## src/rtl/mux_burst_arbiter_if.sv

```systemverilog
// Bus between the burst arbiter and its two requesters, the shared 2:1 mux and the downstream consumer.
// req is a level request; gnt stays high for the whole burst; a beat moves whenever gnt & ~stall.
interface mux_burst_arbiter_if #(
    parameter int LEN_W = 8,
    parameter int CNT_W = 8
);
    logic             req0;
    logic             req1;
    logic [LEN_W-1:0] len0;
    logic [LEN_W-1:0] len1;
    logic             stall;
    logic             mux_msb;
    logic             gnt0;
    logic             gnt1;
    logic             adv0;
    logic             adv1;
    logic             mux_sel;
    logic             mux_ce;
    logic             out_valid;
    logic             out_last;
    logic             busy;
    logic [CNT_W-1:0] neg_cnt;

    modport master (
        input  req0, req1, len0, len1, stall, mux_msb,
        output gnt0, gnt1, adv0, adv1, mux_sel, mux_ce,
        output out_valid, out_last, busy, neg_cnt
    );

    modport slave (
        output req0, req1, len0, len1, stall, mux_msb,
        input  gnt0, gnt1, adv0, adv1, mux_sel, mux_ce,
        input  out_valid, out_last, busy, neg_cnt
    );
endinterface

```

## src/rtl/mux_burst_arbiter.sv

```systemverilog
// Round-robin burst arbiter driving the registered 2:1 datapath mux (sel/ce) with aligned valid/last.
// Optional NEG_COUNT_EN adds a per-burst counter of valid words whose sign bit is set.
module mux_burst_arbiter #(
    parameter int LEN_W   = 8,
    parameter int GAP_CYC = 1,
    parameter int CNT_W   = 8
) (
    input  logic                  clk_i,
    input  logic                  rst_ni,
    mux_burst_arbiter_if.master   bus,
    output logic [1:0]            state_o
);
    typedef enum logic [1:0] {
        IDLE  = 2'd0,
        BURST = 2'd1,
        GAP   = 2'd2
    } state_t;

    localparam logic [3:0] GAP_LOAD = (GAP_CYC > 0) ? 4'(GAP_CYC - 1) : 4'd0;

    state_t           state_q;
    logic [LEN_W-1:0] cnt_q;
    logic [3:0]       gap_q;
    logic             ptr_q;
    logic             sel_q;
    logic             gnt0_q;
    logic             gnt1_q;
    logic             out_valid_q;
    logic             out_last_q;

    logic any_req;
    logic win_c;
    logic beat;
    logic grant_c;

    // Both requesting: the source that did not win last time gets the mux.
    assign any_req = bus.req0 | bus.req1;
    assign win_c   = (bus.req0 & bus.req1) ? ~ptr_q : bus.req1;
    assign grant_c = (state_q == IDLE) & any_req;
    assign beat    = (state_q == BURST) & ~bus.stall;

    always_ff @(posedge clk_i or negedge rst_ni) begin
        if (!rst_ni) begin
            state_q     <= IDLE;
            cnt_q       <= '0;
            gap_q       <= '0;
            ptr_q       <= 1'b1;
            sel_q       <= 1'b0;
            gnt0_q      <= 1'b0;
            gnt1_q      <= 1'b0;
            out_valid_q <= 1'b0;
            out_last_q  <= 1'b0;
        end else begin
            out_valid_q <= beat;
            out_last_q  <= beat & (cnt_q == '0);
            case (state_q)
                IDLE: begin
                    if (any_req) begin
                        sel_q   <= win_c;
                        gnt0_q  <= ~win_c;
                        gnt1_q  <= win_c;
                        cnt_q   <= win_c ? bus.len1 : bus.len0;
                        state_q <= BURST;
                    end
                end
                BURST: begin
                    if (!bus.stall) begin
                        if (cnt_q == '0) begin
                            ptr_q  <= sel_q;
                            gnt0_q <= 1'b0;
                            gnt1_q <= 1'b0;
                            if (GAP_CYC > 0) begin
                                gap_q   <= GAP_LOAD;
                                state_q <= GAP;
                            end else begin
                                state_q <= IDLE;
                            end
                        end else begin
                            cnt_q <= cnt_q - 1'b1;
                        end
                    end
                end
                GAP: begin
                    if (gap_q == '0) begin
                        state_q <= IDLE;
                    end else begin
                        gap_q <= gap_q - 1'b1;
                    end
                end
                default: state_q <= IDLE;
            endcase
        end
    end

    assign bus.gnt0      = gnt0_q;
    assign bus.gnt1      = gnt1_q;
    assign bus.adv0      = gnt0_q & ~bus.stall;
    assign bus.adv1      = gnt1_q & ~bus.stall;
    assign bus.mux_sel   = sel_q;
    assign bus.mux_ce    = beat;
    assign bus.out_valid = out_valid_q;
    assign bus.out_last  = out_last_q;
    assign bus.busy      = (state_q != IDLE);
    assign state_o       = state_q;

`ifdef NEG_COUNT_EN
    logic [CNT_W-1:0] neg_q;

    // The word sampled here is the one out_valid qualifies, so msb is read one cycle after its ce.
    always_ff @(posedge clk_i or negedge rst_ni) begin
        if (!rst_ni) begin
            neg_q <= '0;
        end else if (grant_c) begin
            neg_q <= '0;
        end else if (out_valid_q && bus.mux_msb && (neg_q != '1)) begin
            neg_q <= neg_q + 1'b1;
        end
    end

    assign bus.neg_cnt = neg_q;
`else
    logic unused_neg;
    assign unused_neg  = bus.mux_msb | grant_c;
    assign bus.neg_cnt = '0;
`endif
endmodule

```

## src/flat_wrapper.sv

```systemverilog
// flat-port wrapper written by rule: the top's interface ports become plain ports
module mux_burst_arbiter_flat 
#(
    parameter int LEN_W   = 8,
    parameter int GAP_CYC = 1,
    parameter int CNT_W   = 8
)
  (clk_i, rst_ni, state_o, bus_req0, bus_req1, bus_len0, bus_len1, bus_stall, bus_mux_msb, bus_gnt0, bus_gnt1, bus_adv0, bus_adv1, bus_mux_sel, bus_mux_ce, bus_out_valid, bus_out_last, bus_busy, bus_neg_cnt);
  mux_burst_arbiter_if #(.LEN_W(LEN_W), .CNT_W(CNT_W)) bus_i ();
  input  logic clk_i;
  input  logic rst_ni;
  output logic [1:0] state_o;
  input wire logic [$bits(bus_i.req0)-1:0] bus_req0;
  input wire logic [$bits(bus_i.req1)-1:0] bus_req1;
  input wire logic [$bits(bus_i.len0)-1:0] bus_len0;
  input wire logic [$bits(bus_i.len1)-1:0] bus_len1;
  input wire logic [$bits(bus_i.stall)-1:0] bus_stall;
  input wire logic [$bits(bus_i.mux_msb)-1:0] bus_mux_msb;
  output wire logic [$bits(bus_i.gnt0)-1:0] bus_gnt0;
  output wire logic [$bits(bus_i.gnt1)-1:0] bus_gnt1;
  output wire logic [$bits(bus_i.adv0)-1:0] bus_adv0;
  output wire logic [$bits(bus_i.adv1)-1:0] bus_adv1;
  output wire logic [$bits(bus_i.mux_sel)-1:0] bus_mux_sel;
  output wire logic [$bits(bus_i.mux_ce)-1:0] bus_mux_ce;
  output wire logic [$bits(bus_i.out_valid)-1:0] bus_out_valid;
  output wire logic [$bits(bus_i.out_last)-1:0] bus_out_last;
  output wire logic [$bits(bus_i.busy)-1:0] bus_busy;
  output wire logic [$bits(bus_i.neg_cnt)-1:0] bus_neg_cnt;
  assign bus_i.req0 = bus_req0;
  assign bus_i.req1 = bus_req1;
  assign bus_i.len0 = bus_len0;
  assign bus_i.len1 = bus_len1;
  assign bus_i.stall = bus_stall;
  assign bus_i.mux_msb = bus_mux_msb;
  assign bus_gnt0 = bus_i.gnt0;
  assign bus_gnt1 = bus_i.gnt1;
  assign bus_adv0 = bus_i.adv0;
  assign bus_adv1 = bus_i.adv1;
  assign bus_mux_sel = bus_i.mux_sel;
  assign bus_mux_ce = bus_i.mux_ce;
  assign bus_out_valid = bus_i.out_valid;
  assign bus_out_last = bus_i.out_last;
  assign bus_busy = bus_i.busy;
  assign bus_neg_cnt = bus_i.neg_cnt;
  mux_burst_arbiter #(.LEN_W(LEN_W), .GAP_CYC(GAP_CYC), .CNT_W(CNT_W)) u_core (.clk_i(clk_i), .rst_ni(rst_ni), .bus(bus_i), .state_o(state_o));
endmodule
```

## config.mk

```make
export PLATFORM = sky130hd
export DESIGN_NAME = mux_burst_arbiter_flat
export DESIGN_NICKNAME = d
export VERILOG_FILES = /design/src/rtl/mux_burst_arbiter_if.sv /design/src/rtl/mux_burst_arbiter.sv /design/src/flat_wrapper.sv
export SDC_FILE = /design/constraint.sdc
export NUM_CORES = 1
export LEC_CHECK = 0
export ABC_AREA = 1
export ABC_CLOCK_PERIOD_IN_PS = 1300
export CAP_MARGIN = 20
export CORE_AREA = 2 2 100 54
export DETAILED_ROUTE_END_ITERATION = 8
export DIE_AREA = 0 0 102 56
export GPL_TIMING_DRIVEN = 0
export PLACE_DENSITY = 0.53
export SYNTH_ARGS = -nofsm -noshare
export SYNTH_HDL_FRONTEND = slang
export SYNTH_SLANG_ARGS = --single-unit
```

## constraint.sdc

```tcl
create_clock -name clk_i -period 1.3 [get_ports clk_i]
set_input_delay 0.26 -clock clk_i [delete_from_list [all_inputs] [get_ports clk_i]]
set_output_delay 0.26 -clock clk_i [all_outputs]
set_load 0.02 [all_outputs]
```

==> metrics.csv, run 1 <==
stage,metric,value,unit
place,I/O Buffers,31,
setup_path,worst path required time,1040,ps
power_and_ir_drop,Pwr Density,1569,nW/um^2
synth,Post-synth ARST share,100.0,%
sta,clk_skew,9.698,ps
setup_path,worst-case reg-to-reg path depth,9,
global_routing,initial antenna violation count,0,
cts,"Clk pin slew, worst setup/hold paths",90,ps
cts,worst-skew pair later-pin latency,270,ps
synth,"EDFF count, synth",0,
place,Setup WS pre-CTS,-650.1,ps
routing,Detailed Route Iter0 Violations,73,
setup_path,CP endpoint kind,primary output,
sta,ratio of final minimum period to clock period,111.3,%
cts,CTS H-tree lvls,1,
synth,list of most frequent post-synthesis cells,"55 x nand2_1, 23 x nor2_1, 20 x inv_1",
synth,post-synthesis mux area share,0,%
sta,Fin. Hold Viols,0,
synth,Post-Synth Adder-Cell Area,2.664,%
synth,largest area contributor in the netlist,dfrtp_1,
synth,largest family of logic cells by synthesized area,simple AND/OR/NAND/NOR gates,
power_and_ir_drop,static leakage,0.001200,uW
die,num rows,18,
synth,Synth area leaders,"dfrtp_1 34%, nand2_1 15%, nor2_1 6.1%, inv_1 5.3%, nand3_1 5.0%",
sta,Min Hold Slack,159.6,ps
routing,detailed-route wire length per cell,12.49,um
global_routing,GRT Residual Overflow,0,
setup_path,Setup CP Type,register to primary output,
cts,CTS tree,done,
final_layout,post-layout util,50.39,%
global_routing,vias in the first global route,1189,
synth,Post-synth top flop,dfrtp_1,
synth,Synth Area in XOR/XNOR,0.6217,%
global_routing,largest net degree at the start of global routing,21,
routing,vias per inst,4.204,
synth,Mapped Cells,193,
final_layout,Final #Nets,289,
synth,register area share after synthesis,35.61,%
synth,Simple-Gate Fraction of Synth Area,38.54,%
final_layout,share of post-route cells with drive strength above 1,48.67,%
place,Post-DP HPWL,2845,um
power_and_ir_drop,worst vdd ir,696.2,uV
die,Die Area,5712,um^2
sta,max-slew violation count,0,
cts,CTS Root Cell,clkbuf_8,
sta,final worst-path setup slack,-146.5,ps
setup_path,"Max FO, Critical Path",3,
power_and_ir_drop,switching component of the power,1679,uW
die,Die Ht,56,um
min_path,worst min path class,primary input to asynchronous set/reset pin,
sta,f_max,691.3,MHz
power_and_ir_drop,logic gate share of total power,59.9,%
global_routing,GR Util All Layers,14.38,%
setup_path,crit start category,register,
die,area of the core,4775,um^2
synth,Compound-Gate Fraction of Synth Area,8.703,%
cts,# clock sinks,20,
global_routing,first-pass GRT wire length,6237,um
final_layout,synth-to-layout area growth,70.78,%
synth,synth warn,0,
synth,most common cell in the netlist,nand2_1,
sta,Final setup viols,15,
routing,drt total wl,4159,um
sta,Final TNS setup,-1143,ps
cts,CTS max path bufs,2,
synth,library cells used by synthesis,29,
outcome,outcome,"complete, but fails checks",
cts,Num CTS Buffers,3,
place,RePlAce Congestion,0.7057,
power_and_ir_drop,sequential share of power,26.8,%
power_and_ir_drop,Clk pwr share,13.3,%
power_and_ir_drop,Sw Share,44.46,%
run,max-cap violation count,0,
routing,DRT Pass-1 Iters,4,
power_and_ir_drop,Cell Int Power,2097,uW
outcome,failing checks,negative setup slack,
sta,RSZ-0062 raised after global routing,true,
sta,crit path time final,1447,ps
routing,Post-route DRC,0,
synth,mean post-synth cell area,7.300,um^2
synth,Yosys reg bits,20,
die,I/O pin count,41,
synth,synthesized area,1409,um^2
setup_path,Worst EP arrival,1190,ps
final_layout,ANT cells,0,
die,Initial Util,29.51,%
routing,total number of vias,1400,
synth,Yosys top cell area share,33.75,%
die,die width,102,um
routing,Final ANT Viol Nets,0,
[layout make-up]
cell class,instances,area (um^2)
fillers,492,2369
multi-input cells,144,987.2
repair buffers,59,570.5
flip-flops and latches,20,508.0
inverters,26,102.6
plain buffers,10,95.09
well taps,70,87.58
clock buffers,4,55.05
[power groups by stage]
stage          clock (uW)  sequential (uW)  combinational (uW)
3_5_place_dp            0              988                1660
5_1_grt               549             1040                2500
4_1_cts               511              982                1890
6_report              502             1010                2260
2_1_floorplan           0             1010                1170
3_3_place_gp            0              987                1660
[flip-flops by register name (all words and copies together) (netlist names)]
signal,flops
u_core.bus.mux_sel,1
u_core.gap_q,4
u_core.bus.out_valid,1
u_core.ptr_q,1
u_core.bus.out_last,1
u_core.cnt_q,8
u_core.bus.gnt1,1
u_core.state_o,2
u_core.bus.gnt0,1
[cells in the final DEF (no fill, tap or decap), types with 2 or more instances in the layout]
master,count
a21oi_4,2
nor2_2,4
nand4_1,2
nand3_4,2
o21ai_2,8
dfrtp_1,14
nor2_4,7
nor2_1,15
a21oi_1,2
dlygate4sd2_1,7
nand2_1,43
nand2_4,10
buf_6,9
buf_2,4
buf_4,26
or2_2,2
clkbuf_8,4
o21ai_0,2
nand3_2,6
conb_1,8
o21ai_4,2
buf_12,2
clkdlybuf4s50_1,17
dfrtp_2,5
nand3_1,7
inv_2,12
inv_1,13
nand2_2,12
[worst max-delay path: stages, from the launching register on]
cell     delay, ps
dfrtp_2        450
buf_6          130
nor2_4         150
inv_2           60
buf_6          130
[cell families (layout without fill, tap and decap cells)]
family | after synthesis | count (layout)
compound gates | 19 | 19
xor+xnor | 1 | 1
fa+ha+maj | 3 | 3
buf+inv | 36 | 99
flops | 20 | 20
other cells | 1 | 8
simple gates | 113 | 113
[final timing paths]
check	start	end	slack, ps
max in group asynchronous	rst_ni	u_core.ptr_q	710
min reg2reg	u_core.bus.gnt1	u_core.bus.gnt1	510
max reg2reg	u_core.state_o[0]	u_core.cnt_q[7]	-100
min	rst_ni	u_core.bus.gnt1	160
max	u_core.state_o[0]	bus_busy	-150
min in group clk_i	u_core.bus.gnt1	u_core.bus.gnt1	510
[repair_timing]
action	4_1_cts	5_1_grt
hold buffers	0	0
resized for setup	55	56
pin swaps	13	12
setup endpoints to repair	27	20
buffers inserted	16	10
gates cloned	1	0
[metal layers]
| layer | GRT usage (%) | share of wire (%) | vias to the layer above |
|---|---|---|---|
| li1 | - | - | 724 |
| met1 | 24.20 | 53 | 639 |
| met2 | 17.11 | 40 | 35 |
| met3 | 4.774 | 6.3 | 2 |
| met4 | 1.714 | 0.36 | 0 |
| met5 | 0 | 0 | - |
[stage by stage]
stage,instances,cell area [um^2],power [uW]
finish,333,2406,3776
global placement,301,1858,2646
global route,333,2406,4088
detailed placement,301,1858,2647
CTS,322,2095,3383
floorplan,200,1460,2178
No activity file was read; power rests on OpenSTA's default activity.
==> run 2, diff against run 1 <==
==> constraint.sdc (replaced) <==
create_clock -name clk_i -period 1.3 [get_ports clk_i]
set_input_delay 0.325 -clock clk_i [delete_from_list [all_inputs] [get_ports clk_i]]
set_output_delay 0.325 -clock clk_i [all_outputs]
set_load 0.02 [all_outputs]
==> metrics.csv, run 2 (synthesis gave the netlist of run 1 again) <==
stage,metric,value,unit
final_layout,Filler Cell Count,493,
sta,Final setup viols,18,
routing,Detailed Route Iter0 Violations,67,
routing,vias per inst,4.226,
power_and_ir_drop,sequential share of power,27.2,%
cts,CTS H-tree lvls,1,
routing,total number of vias,1382,
global_routing,largest net degree at the start of global routing,21,
place,I/O Buffers,31,
setup_path,CP endpoint kind,primary output,
cts,CTS Root Cell,clkbuf_8,
power_and_ir_drop,Cell Int Power,2083,uW
sta,relative slew slack,34.59,%
setup_path,CP max stage delay,460,ps
die,area of the core,4775,um^2
sta,worst-margin pin slew,981.1,ps
setup_path,Worst R2R Start,u_core.state_o[0],
global_routing,GRT Residual Overflow,0,
setup_path,Crit path max-delay family,flip-flops,
routing,drt total wl,3996,um
global_routing,vias in the first global route,1215,
global_routing,first-pass GRT wire length,6320,um
min_path,worst min path class,primary input to asynchronous set/reset pin,
setup_path,"Slowest-stage cell, CP",dfrtp_2,
cts,Num CTS Buffers,3,
cts,CTS tree,done,
power_and_ir_drop,logic gate share of total power,59.6,%
routing,detailed-route wire length per cell,12.22,um
power_and_ir_drop,switching component of the power,1669,uW
routing,DRT Pass-1 Iters,4,
power_and_ir_drop,Clk pwr share,13.3,%
sta,final worst-path setup slack,-184.3,ps
sta,clk_skew,10.52,ps
cts,"Clk pin slew, worst setup/hold paths",90,ps
final_layout,share of post-route cells with drive strength above 1,44.36,%
run,max-cap violation count,0,
setup_path,R2R Path End,u_core.cnt_q[3],
sta,max-slew violation count,0,
setup_path,worst path required time,980,ps
setup_path,Reg2Reg Setup Slack,-160,ps
sta,Min Hold Slack,321.3,ps
setup_path,Setup CP Type,register to primary output,
global_routing,GR Util All Layers,14.54,%
routing,Post-route DRC,0,
setup_path,CP Cell Sequence,buf_12 > nor2_4 > inv_2 > buf_6,
power_and_ir_drop,Sw Share,44.48,%
power_and_ir_drop,worst vdd ir,691.3,uV
outcome,outcome,"complete, but fails checks",
sta,f_max,673.7,MHz
final_layout,max reg flops,8,
setup_path,worst-case reg-to-reg path depth,10,
place,number of instances in the placed design,301,
die,Die Ht,56,um
cts,# clock sinks,20,
setup_path,"Max FO, Critical Path",3,
die,num rows,18,
die,I/O pin count,41,
power_and_ir_drop,static leakage,0.001172,uW
setup_path,Buf/Inv on CP,3,
final_layout,"commonest non-fill, non-tap cell in the layout",nand2_1,
sta,Fin. Hold Viols,0,
final_layout,ANT cells,0,
cts,worst-skew pair later-pin latency,270,ps
die,Die Area,5712,um^2
setup_path,crit start category,register,
cts,CTS max path bufs,2,
final_layout,register with the most flip-flops,u_core.cnt_q,
routing,Final ANT Viol Nets,0,
final_layout,fin cells,327,
global_routing,initial antenna violation count,0,
die,die width,102,um
die,Initial Util,29.51,%
place,RePlAce Congestion,0.7057,
place,Post-DP HPWL,2845,um
final_layout,synth-to-layout area growth,63.59,%
power_and_ir_drop,Pwr Density,1628,nW/um^2
outcome,failing checks,negative setup slack,
sta,ratio of final minimum period to clock period,114.2,%
sta,crit path time final,1484,ps
final_layout,post-layout util,48.27,%
sta,RSZ-0062 raised after global routing,true,
final_layout,most frequent cells in the layout,"44 x nand2_1, 24 x buf_4, 16 x clkdlybuf4s50_1",
setup_path,Worst EP arrival,1160,ps
final_layout,Final #Nets,283,
[run 2: metal layers]
layer | track usage (%) | up-vias | share of wire [%]
met5 | 0 | - | 0
met4 | 1.714 | 0 | 0.78
met3 | 4.774 | 4 | 7.6
met2 | 17.29 | 43 | 38
met1 | 24.51 | 624 | 54
li1 | - | 711 | -
[run 2: metrics by stage]
step | setup slack (ps) | TNS, ps | total power (uW) | instance area, um^2
after floorplan | -49.00 | -293.6 | 2178 | 1460
after global placement | -784.7 | -14100 | 2646 | 1858
after detailed placement | -780.1 | -14270 | 2647 | 1858
after CTS | -169.4 | -1518 | 3568 | 2213
after global routing | -227.1 | -3349 | 4059 | 2305
final | -184.3 | -1984 | 3752 | 2305
[run 2: worst reg2reg max path, stage by stage (launching register included)]
cell     delay, ps
dfrtp_2        460
buf_12         140
nor2_4         110
buf_6          120
o21ai_4         60
nand2_2        110
nand2_4         70
inv_6           90
buf_12         140
nand2_4         40
o21ai_2         40
[run 2: timing repair]
action / CTS / global route
endpoints found under the setup margin: 29 / 28
resized for setup: 73 / 33
hold buffers: 0 / 0
gates cloned: 2 / 0
pin swaps: 18 / 7
buffers inserted: 19 / 2
[run 2: final cells by class]
type	count	area, um^2	share of cell area [%]
tap	70	87.58	3.800
timing repair buffer	53	536.8	23.29
sequential	20	506.7	21.99
multi-input combinational	144	920.9	39.96
buffer	10	95.09	4.126
inverter	26	102.6	4.452
clock buffer	4	55.05	2.389
[run 2: how the worst max path moves through the flow]
stage | start | slack, ps | depth (start not counted) | end
global route | u_core.state_o[0] | -230 | 10 | u_core.cnt_q[0]
finish | u_core.state_o[0] | -180 | 4 | bus_busy
detailed placement | bus_stall | -780 | 3 | bus_mux_ce
CTS | u_core.state_o[0] | -170 | 4 | bus_busy
floorplan | u_core.state_o[1] | -50 | 10 | u_core.cnt_q[3]
global placement | bus_stall | -780 | 3 | bus_mux_ce
[run 2: power by group through the flow]
stage	combinational, uW	sequential, uW	clock, uW
2_1_floorplan	1170	1010	0
3_3_place_gp	1660	987	0
3_5_place_dp	1660	988	0
4_1_cts	2070	991	511
5_1_grt	2470	1040	549
6_report	2240	1020	498
==> run 3, diff against run 2 <==
GPL_ROUTABILITY_DRIVEN = 1   (was default)
==> results of run 3 <==
No change in the layout: final DEF, timing and power equal those of run 2.
